$ cat src/rtl/col_page_read_scheduler.sv
// -----------------------------------------------------------------------------
// col_page_read_scheduler
//
// Issues memory read commands for column pages in the order the column-to-row
// assembler consumes them: page 0 of column 0, 1, ..., COL_COUNT-1, then page 1
// of every column, and so on. Every job starts at column 0 and issues
// page_count*COL_COUNT pages, so the assembler's round-robin buffer stays
// aligned from one job to the next. The assembler's page-completion pulse is
// used as credit return, which caps the number of pages in flight at
// MAX_OUTSTANDING.
//
// Ports:
//   clk             rising-edge clock for all logic
//   rst             synchronous, active-high reset; abandons any job at once
//   cfg_base        per-column base byte address, column i at
//                   [i*ADDR_WIDTH +: ADDR_WIDTH]
//   cfg_page_count  pages per column
//   cfg_page_words  memory words per page
//   cfg_valid       job request
//   cfg_ready       job accepted on cfg_valid & cfg_ready (IDLE and not in reset)
//   rd_cmd_addr     page byte address (registered)
//   rd_cmd_len      page length in memory words (registered)
//   rd_cmd_valid    command valid (registered)
//   rd_cmd_ready    command accepted on rd_cmd_valid & rd_cmd_ready
//   page_done       one pulse per page fully consumed by the assembler
//   busy            job in progress (ISSUE or DRAIN)
//   done            one-cycle pulse at job completion
//   err             sticky: page_done seen with nothing outstanding; cleared
//                   by the next job accept
// -----------------------------------------------------------------------------
module col_page_read_scheduler #(
    parameter int MEMORY_WIDTH    = 512,
    parameter int COL_COUNT       = 3,
    parameter int ADDR_WIDTH      = 32,
    parameter int LEN_WIDTH       = 16,
    parameter int PAGE_CNT_WIDTH  = 16,
    parameter int MAX_OUTSTANDING = 4
) (
    input  logic                            clk,
    input  logic                            rst,
    input  logic [COL_COUNT*ADDR_WIDTH-1:0] cfg_base,
    input  logic [PAGE_CNT_WIDTH-1:0]       cfg_page_count,
    input  logic [LEN_WIDTH-1:0]            cfg_page_words,
    input  logic                            cfg_valid,
    output logic                            cfg_ready,
    output logic [ADDR_WIDTH-1:0]           rd_cmd_addr,
    output logic [LEN_WIDTH-1:0]            rd_cmd_len,
    output logic                            rd_cmd_valid,
    input  logic                            rd_cmd_ready,
    input  logic                            page_done,
    output logic                            busy,
    output logic                            done,
    output logic                            err
);

    // Byte shift converting a word count into a byte count.
    localparam int BYTE_SHIFT = $clog2(MEMORY_WIDTH / 8);
    localparam int COL_IDX_W  = (COL_COUNT > 1) ? $clog2(COL_COUNT) : 1;
    localparam int OUT_W      = $clog2(MAX_OUTSTANDING + 1);

    localparam logic [COL_IDX_W-1:0] COL_LAST  = COL_IDX_W'(COL_COUNT - 1);
    localparam logic [OUT_W-1:0]     OUT_LIMIT = OUT_W'(MAX_OUTSTANDING);

    typedef enum logic [1:0] {
        ST_IDLE,
        ST_ISSUE,
        ST_DRAIN,
        ST_DONE
    } state_t;

    state_t state;

    // Per-column running page address.
    // NOTE: cur_addr is a storage array loaded on every job accept before it is
    // read, so it carries no reset; resetting it would only add reset fan-out.
    logic [ADDR_WIDTH-1:0]     cur_addr [COL_COUNT];

    logic [ADDR_WIDTH-1:0]     page_bytes;
    logic [LEN_WIDTH-1:0]      page_words;
    logic [PAGE_CNT_WIDTH-1:0] page_count;
    logic [PAGE_CNT_WIDTH-1:0] page_idx;
    logic [COL_IDX_W-1:0]      col_idx;
    logic [OUT_W-1:0]          outstanding;

    // Combinational helpers.
    logic                  cfg_accept;
    logic                  cmd_accept;
    logic [OUT_W-1:0]      outstanding_next;
    logic                  err_event;
    logic                  credit_ok;
    logic                  col_wrap;
    logic                  last_cmd;
    logic [COL_IDX_W-1:0]  col_idx_next;
    logic [ADDR_WIDTH-1:0] addr_upd;
    logic [ADDR_WIDTH-1:0] next_cmd_addr;

    assign cfg_ready  = (state == ST_IDLE) & ~rst;
    assign cfg_accept = cfg_valid & cfg_ready;
    assign cmd_accept = rd_cmd_valid & rd_cmd_ready;

    // Outstanding-page bookkeeping. An accept and a completion in the same
    // cycle cancel out; a completion with nothing in flight is flagged and
    // otherwise ignored so the count never underflows.
    // NOTE: every signal assigned here gets a default first, so no path leaves
    // it unassigned and no latch is inferred.
    always_comb begin
        outstanding_next = outstanding;
        err_event        = 1'b0;
        if (page_done && (outstanding == '0) && !cmd_accept) begin
            err_event = 1'b1;
        end else if (cmd_accept && !page_done) begin
            outstanding_next = outstanding + OUT_W'(1);
        end else if (page_done && !cmd_accept) begin
            outstanding_next = outstanding - OUT_W'(1);
        end
    end

    // A new command may be presented next cycle only if the count, including
    // this cycle's accept and completion, leaves room for one more page.
    assign credit_ok = (outstanding_next < OUT_LIMIT);

    assign col_wrap     = (col_idx == COL_LAST);
    assign last_cmd     = col_wrap && (page_idx == page_count - PAGE_CNT_WIDTH'(1));
    assign col_idx_next = col_wrap ? '0 : col_idx + COL_IDX_W'(1);
    assign addr_upd     = cur_addr[col_idx] + page_bytes;

    // With a single column the next command hits the column just advanced,
    // whose register update is not visible until the next cycle.
    assign next_cmd_addr = (col_idx_next == col_idx) ? addr_upd : cur_addr[col_idx_next];

    // NOTE: all state below is sequential and uses non-blocking assignments so
    // every register samples the values that were current before the edge.
    always_ff @(posedge clk) begin
        if (rst) begin
            state        <= ST_IDLE;
            rd_cmd_valid <= 1'b0;
            rd_cmd_addr  <= '0;
            rd_cmd_len   <= '0;
            busy         <= 1'b0;
            done         <= 1'b0;
            err          <= 1'b0;
            outstanding  <= '0;
            col_idx      <= '0;
            page_idx     <= '0;
            page_count   <= '0;
            page_words   <= '0;
            page_bytes   <= '0;
        end else begin
            outstanding <= outstanding_next;
            done        <= 1'b0;
            if (err_event) begin
                err <= 1'b1;
            end

            case (state)
                ST_IDLE: begin
                    if (cfg_accept) begin
                        page_words <= cfg_page_words;
                        page_count <= cfg_page_count;
                        page_bytes <= ADDR_WIDTH'(cfg_page_words) << BYTE_SHIFT;
                        for (int i = 0; i < COL_COUNT; i++) begin
                            cur_addr[i] <= cfg_base[i*ADDR_WIDTH +: ADDR_WIDTH];
                        end
                        col_idx  <= '0;
                        page_idx <= '0;
                        // A completion racing the accept still gets recorded.
                        err      <= err_event;
                        if (cfg_page_count == '0) begin
                            state <= ST_DONE;
                            done  <= 1'b1;
                        end else begin
                            state        <= ST_ISSUE;
                            busy         <= 1'b1;
                            rd_cmd_valid <= credit_ok;
                            rd_cmd_addr  <= cfg_base[0 +: ADDR_WIDTH];
                            rd_cmd_len   <= cfg_page_words;
                        end
                    end
                end

                ST_ISSUE: begin
                    if (cmd_accept) begin
                        cur_addr[col_idx] <= addr_upd;
                        col_idx           <= col_idx_next;
                        if (col_wrap) begin
                            page_idx <= page_idx + PAGE_CNT_WIDTH'(1);
                        end
                        if (last_cmd) begin
                            state        <= ST_DRAIN;
                            rd_cmd_valid <= 1'b0;
                        end else begin
                            rd_cmd_valid <= credit_ok;
                            rd_cmd_addr  <= next_cmd_addr;
                            rd_cmd_len   <= page_words;
                        end
                    end else if (!rd_cmd_valid) begin
                        // Waiting for credit; a presented command is held
                        // untouched until it is accepted.
                        rd_cmd_valid <= credit_ok;
                        rd_cmd_addr  <= cur_addr[col_idx];
                        rd_cmd_len   <= page_words;
                    end
                end

                ST_DRAIN: begin
                    if (outstanding_next == '0) begin
                        state <= ST_DONE;
                        busy  <= 1'b0;
                        done  <= 1'b1;
                    end
                end

                ST_DONE: begin
                    state <= ST_IDLE;
                end

                default: begin
                    state <= ST_IDLE;
                end
            endcase
        end
    end

endmodule

$ cat config.mk
export PLATFORM = sky130hd
export DESIGN_NAME = col_page_read_scheduler
export DESIGN_NICKNAME = d
export VERILOG_FILES = /design/src/rtl/col_page_read_scheduler.sv
export SDC_FILE = /design/constraint.sdc
export NUM_CORES = 1
export LEC_CHECK = 0
export BUFFER_PORTS_ARGS = -buffer_cell sky130_fd_sc_hd__clkbuf_2
export CELL_PAD_IN_SITES_DETAIL_PLACEMENT = 0
export CELL_PAD_IN_SITES_GLOBAL_PLACEMENT = 2
export CORE_UTILIZATION = 38
export CTS_BUF_LIST = sky130_fd_sc_hd__clkbuf_8
export DETAILED_ROUTE_END_ITERATION = 8
export GPL_ROUTABILITY_DRIVEN = 0
export GPL_TIMING_DRIVEN = 0
export HOLD_SLACK_MARGIN = 0.06
export PLACE_DENSITY_LB_ADDON = 0.1
export SYNTH_ARGS = -nofsm -noshare
export SYNTH_HDL_FRONTEND = slang
export SYNTH_SLANG_ARGS = --single-unit
$ cat constraint.sdc
create_clock -name clk -period 5.3 [get_ports clk]
set_input_delay 0 -clock clk [delete_from_list [all_inputs] [get_ports clk]]
set_output_delay 0 -clock clk [all_outputs]
set_load 0.005 [all_outputs]
==> summary.txt <==
Outcome
  – Result of the run: finished, final reports clean

Clock network
  – Latest clock arrival within the worst-skew pair: 0.59 ns
  – Number of buffers on the longest clock path: 3
  – Clock buffer count from CTS: 45
  – Sinks on Clock Net: 237
  – Clock root buffer: sky130_fd_sc_hd__clkbuf_8
  – Clock tree from TritonCTS: done
  – Clock-pin slew reported for the worst setup and hold paths after clock tree synthesis: 0.06 ns
  – CTS H-tree lvls: 2

Logic synthesis
  – FF+latch count, synth: 237
  – Cell types occupying the most area after synthesis: sky130_fd_sc_hd__edfxtp_1 28%, sky130_fd_sc_hd__dfxtp_1 16%, sky130_fd_sc_hd__nand2_1 7.6%, sky130_fd_sc_hd__mux2i_1 7.0%, sky130_fd_sc_hd__mux4_2 5.3%
  – Library cell with the highest instance count after synthesis: sky130_fd_sc_hd__nand2_1
  – Cell count after synthesis: 1350
  – Mean area per synthesized cell: 10.0 um^2
  – Most numerous cell types in the synthesized netlist: 275 x sky130_fd_sc_hd__nand2_1, 128 x sky130_fd_sc_hd__edfxtp_1, 109 x sky130_fd_sc_hd__dfxtp_1
  – Predominant post-synthesis flop cell: sky130_fd_sc_hd__edfxtp_1
  – Post-Syn Nets: 1508
  – Share of synthesized flip-flops with an asynchronous set or reset: 0
  – Netlist area before placement: 13500 um^2
  – Warning count from the yosys run: 0
  – Proportion of synthesized chip area in sequential cells: 0.446
  – Number of flops mapped to enable cells by yosys: 128
  – Synth cell types: 66
  – Yosys top cell area share: 0.285
  – Largest area contributor in the netlist: sky130_fd_sc_hd__edfxtp_1

Finish
  – Utilization after layout: 0.496
  – Layout cells sized above 1: 0.205
  – Post-Layout Cell Count: 2204
  – Number of inserted diodes: 0
  – P&R area growth vs syn: 27.8%
  – Footprint of the flip-flops and latches: 6030 um^2
  – Fill cell instance count of the final layout: 3373
  – Area occupied by multi-input gates: 7020 um^2
  – Number of nets at the end of the flow: 1874
  – Post-route cell area: 17300 um^2

Worst setup path
  – Max Fanout on Critical Path: 10
  – Worst endpoint data arrival time: 5.36 ns
  – Cells traversed along the worst timing path: clkbuf_1 -> clkbuf_1 -> mux4_2 -> ha_1 -> and3_1 -> nor2b_1 -> nand2_1 -> o21ai_1 -> nor2_1 -> a311o_1 -> mux2_2
  – Critical path data required time: 5.61 ns
  – Critical Path Most Common Cell: sky130_fd_sc_hd__clkbuf_1
  – Worst Path Buf+Inv: 2
  – Critical path start-end classification: reg2reg
  – Slowest-stage cell, CP: sky130_fd_sc_hd__clkbuf_1
  – Critical Path Max Stage Delay: 0.75 ns
  – Element type at the critical path end: flop
  – Cell family contributing the most delay on the critical path: buffers and inverters
  – Launching element type of the critical path: flop

Drt
  – Antenna viol nets, final: 0
  – WL per Instance: 21.3 um
  – Vias per std cell: 5.30
  – Total number of vias: 11700
  – Remaining design rule violation count: 0
  – Drt first-iter violations: 835
  – Drt total wl: 47000 um
  – DR pass1 iterations: 5

GRT
  – Global-route usage over all layers: 0.261
  – Largest net degree at the start of global routing: 27
  – Overflow after GRT: 0
  – Via count of the first global-routing pass: 11500
  – Number of antenna violations at the first check in global routing: 1
  – Wire length of the first global-routing pass: 69700 um

Placed design
  – Port Buffer Count: 183
  – Worst Setup Slack post-DPL: -0.135 ns
  – Placed cell areas: 15100 um^2
  – Placed instance count: 1993
  – Half-perimeter wire length after placement: 33500 um

Floorplan
  – Height of the chip: 191 um
  – Count of boundary I/O pins: 186
  – Core area: 34800 um^2
  – Number of standard-cell rows in the floorplan: 68
  – Initial core utilization: 0.388
  – Area enclosed by the die boundary: 36300 um^2
  – Horiz. Die Dim: 191 um

Timing
  – Setup repair after global routing missed its margin: false
  – Count of endpoints failing setup in the final report: 0
  – Final period util: 0.952
  – Fin Hold WS: 0.162 ns
  – TNS Setup: 0 ns
  – Min setup slack post-route: 0.257 ns
  – Transition time at the pin with the least slew margin: 1.11 ns
  – Hold violation total from the final report: 0
  – Normalized max-slew margin: 0.263
  – Count of final max-slew check failures: 0
  – FMAX: 0.198 GHz
  – Setup clock skew after layout: 0.0371 ns
  – Min Clock Period, post-route: 5.04 ns

Power and ir drop
  – Final Total Pwr: 6.38 mW
  – Leakage: 6.99 nW
  – Maximum VDD drop: 160 uV
  – Pwr per Cell Area: 370 nW/um^2

Worst hold path
  – Hold Startpoint: cfg_page_words[0]
  – Hold WC Path Type: in2reg

Run
  – Max_cap viols: 0
## layout by cell type, fill, tap and decap left out, types with 5 or more instances in the layout
cell | Yosys | layout
sky130_fd_sc_hd__nand2_1 | 275 | 272
sky130_fd_sc_hd__clkbuf_2 | 0 | 184
sky130_fd_sc_hd__dlygate4sd3_1 | 0 | 131
sky130_fd_sc_hd__edfxtp_1 | 128 | 128
sky130_fd_sc_hd__dfxtp_1 | 109 | 109
sky130_fd_sc_hd__nor2_1 | 103 | 103
sky130_fd_sc_hd__mux2i_1 | 95 | 95
sky130_fd_sc_hd__clkbuf_1 | 74 | 73
sky130_fd_sc_hd__o21ai_0 | 61 | 60
sky130_fd_sc_hd__mux2_2 | 59 | 59
sky130_fd_sc_hd__clkbuf_8 | 0 | 51
sky130_fd_sc_hd__inv_1 | 21 | 40
sky130_fd_sc_hd__nand2b_1 | 37 | 37
sky130_fd_sc_hd__mux4_2 | 32 | 32
sky130_fd_sc_hd__nand3b_1 | 32 | 32
sky130_fd_sc_hd__xnor2_1 | 30 | 30
sky130_fd_sc_hd__xor2_1 | 25 | 25
sky130_fd_sc_hd__a311o_1 | 24 | 24
sky130_fd_sc_hd__ha_1 | 24 | 24
sky130_fd_sc_hd__nor2b_1 | 23 | 23
sky130_fd_sc_hd__a21oi_1 | 22 | 22
sky130_fd_sc_hd__nor3_1 | 20 | 20
sky130_fd_sc_hd__nand4_1 | 15 | 15
sky130_fd_sc_hd__nand3_1 | 10 | 10
sky130_fd_sc_hd__a211o_1 | 10 | 10
sky130_fd_sc_hd__mux2_1 | 8 | 8
sky130_fd_sc_hd__a21o_1 | 7 | 7
sky130_fd_sc_hd__nor4_1 | 7 | 7
sky130_fd_sc_hd__clkinv_1 | 0 | 7
sky130_fd_sc_hd__o31ai_1 | 6 | 6
sky130_fd_sc_hd__and3_1 | 7 | 6
sky130_fd_sc_hd__buf_1 | 6 | 6
sky130_fd_sc_hd__buf_2 | 4 | 5
sky130_fd_sc_hd__a31oi_1 | 5 | 5
sky130_fd_sc_hd__o211ai_1 | 5 | 5
sky130_fd_sc_hd__buf_12 | 2 | 5
## registers in the layout, indices dropped and copies added, names as in the netlist, named ones only
signal        flops
rd_cmd_valid      1
cur_addr        128
rd_cmd_len       16
done              1
outstanding       3
state             2
page_idx         16
col_idx           2
page_bytes       16
err               1
page_count       16
busy              1
rd_cmd_addr      32
## power breakdown
part	switching (mW)	internal (mW)
sequential	0.168	2.24
clock	0.812	0.925
combinational	1.32	0.925
total	2.30	4.08
## kinds of logic (layout without fill, tap and decap cells)
family,count (synthesis),in the layout,share of synthesized area
xor gates and xnor gates,55,55,0.0357
and+or+nand+nor,553,553,0.190
adders and majority gates,25,25,0.0237
DFF,237,237,0.446
muxes,194,194,0.180
buffers and inverters,111,510,0.0350
AOI/OAI and AO/OA,175,175,0.0895
## worst paths after layout
| check | end | slack [ns] | depth (start not counted) |
|---|---|---|---|
| worst max-delay path | cur_addr[0][25] | 0.26 | 11 |
| worst min-delay path | page_bytes[6] | 0.16 | 4 |
| worst max register to register | cur_addr[0][25] | 0.26 | 11 |
| worst min register to register | rd_cmd_addr[20] | 0.47 | 2 |
## timing repair
item | 4_1_cts | 5_1_grt
setup buffers | 0 | 0
endpoints found under the setup margin | 6 | 3
hold buffers | 131 | 0
gates cloned | 0 | 0
gates resized for setup | 1 | 3
hold endpoints to repair | 183 | 0
## per-layer routing
layer | wire [um] | share of wire | up-vias | track usage
li1 | - | - | 5587 | -
met2 | 22000 | 0.47 | 383 | 0.427
met3 | 2880 | 0.061 | 76 | 0.0407
met1 | 21000 | 0.45 | 5625 | 0.351
met5 | 0 | 0 | - | 0
met4 | 1150 | 0.024 | 0 | 0.0843
## worst register-to-register path: cells and delay by family, from the launching register on
| kind | cells | cell delay (ns) |
|---|---|---|
| buffers and inverters | 2 | 1.33 |
| AO/OA/AOI/OAI | 2 | 1.10 |
| flip-flops | 1 | 0.47 |
| AND/OR/NAND/NOR | 4 | 0.75 |
| adder cells (fa/ha/maj) | 1 | 0.42 |
| multiplexers | 2 | 0.74 |
## layout make-up
type                       count  area share
inverter                      21     0.00457
clock buffer                  51      0.0407
multi-input combinational   1002       0.407
clock inverter                29     0.00856
timing repair buffer         319       0.134
buffer                        90      0.0229
tap                          455      0.0330
sequential                   237       0.349
(Power assumes the default switching activity.)
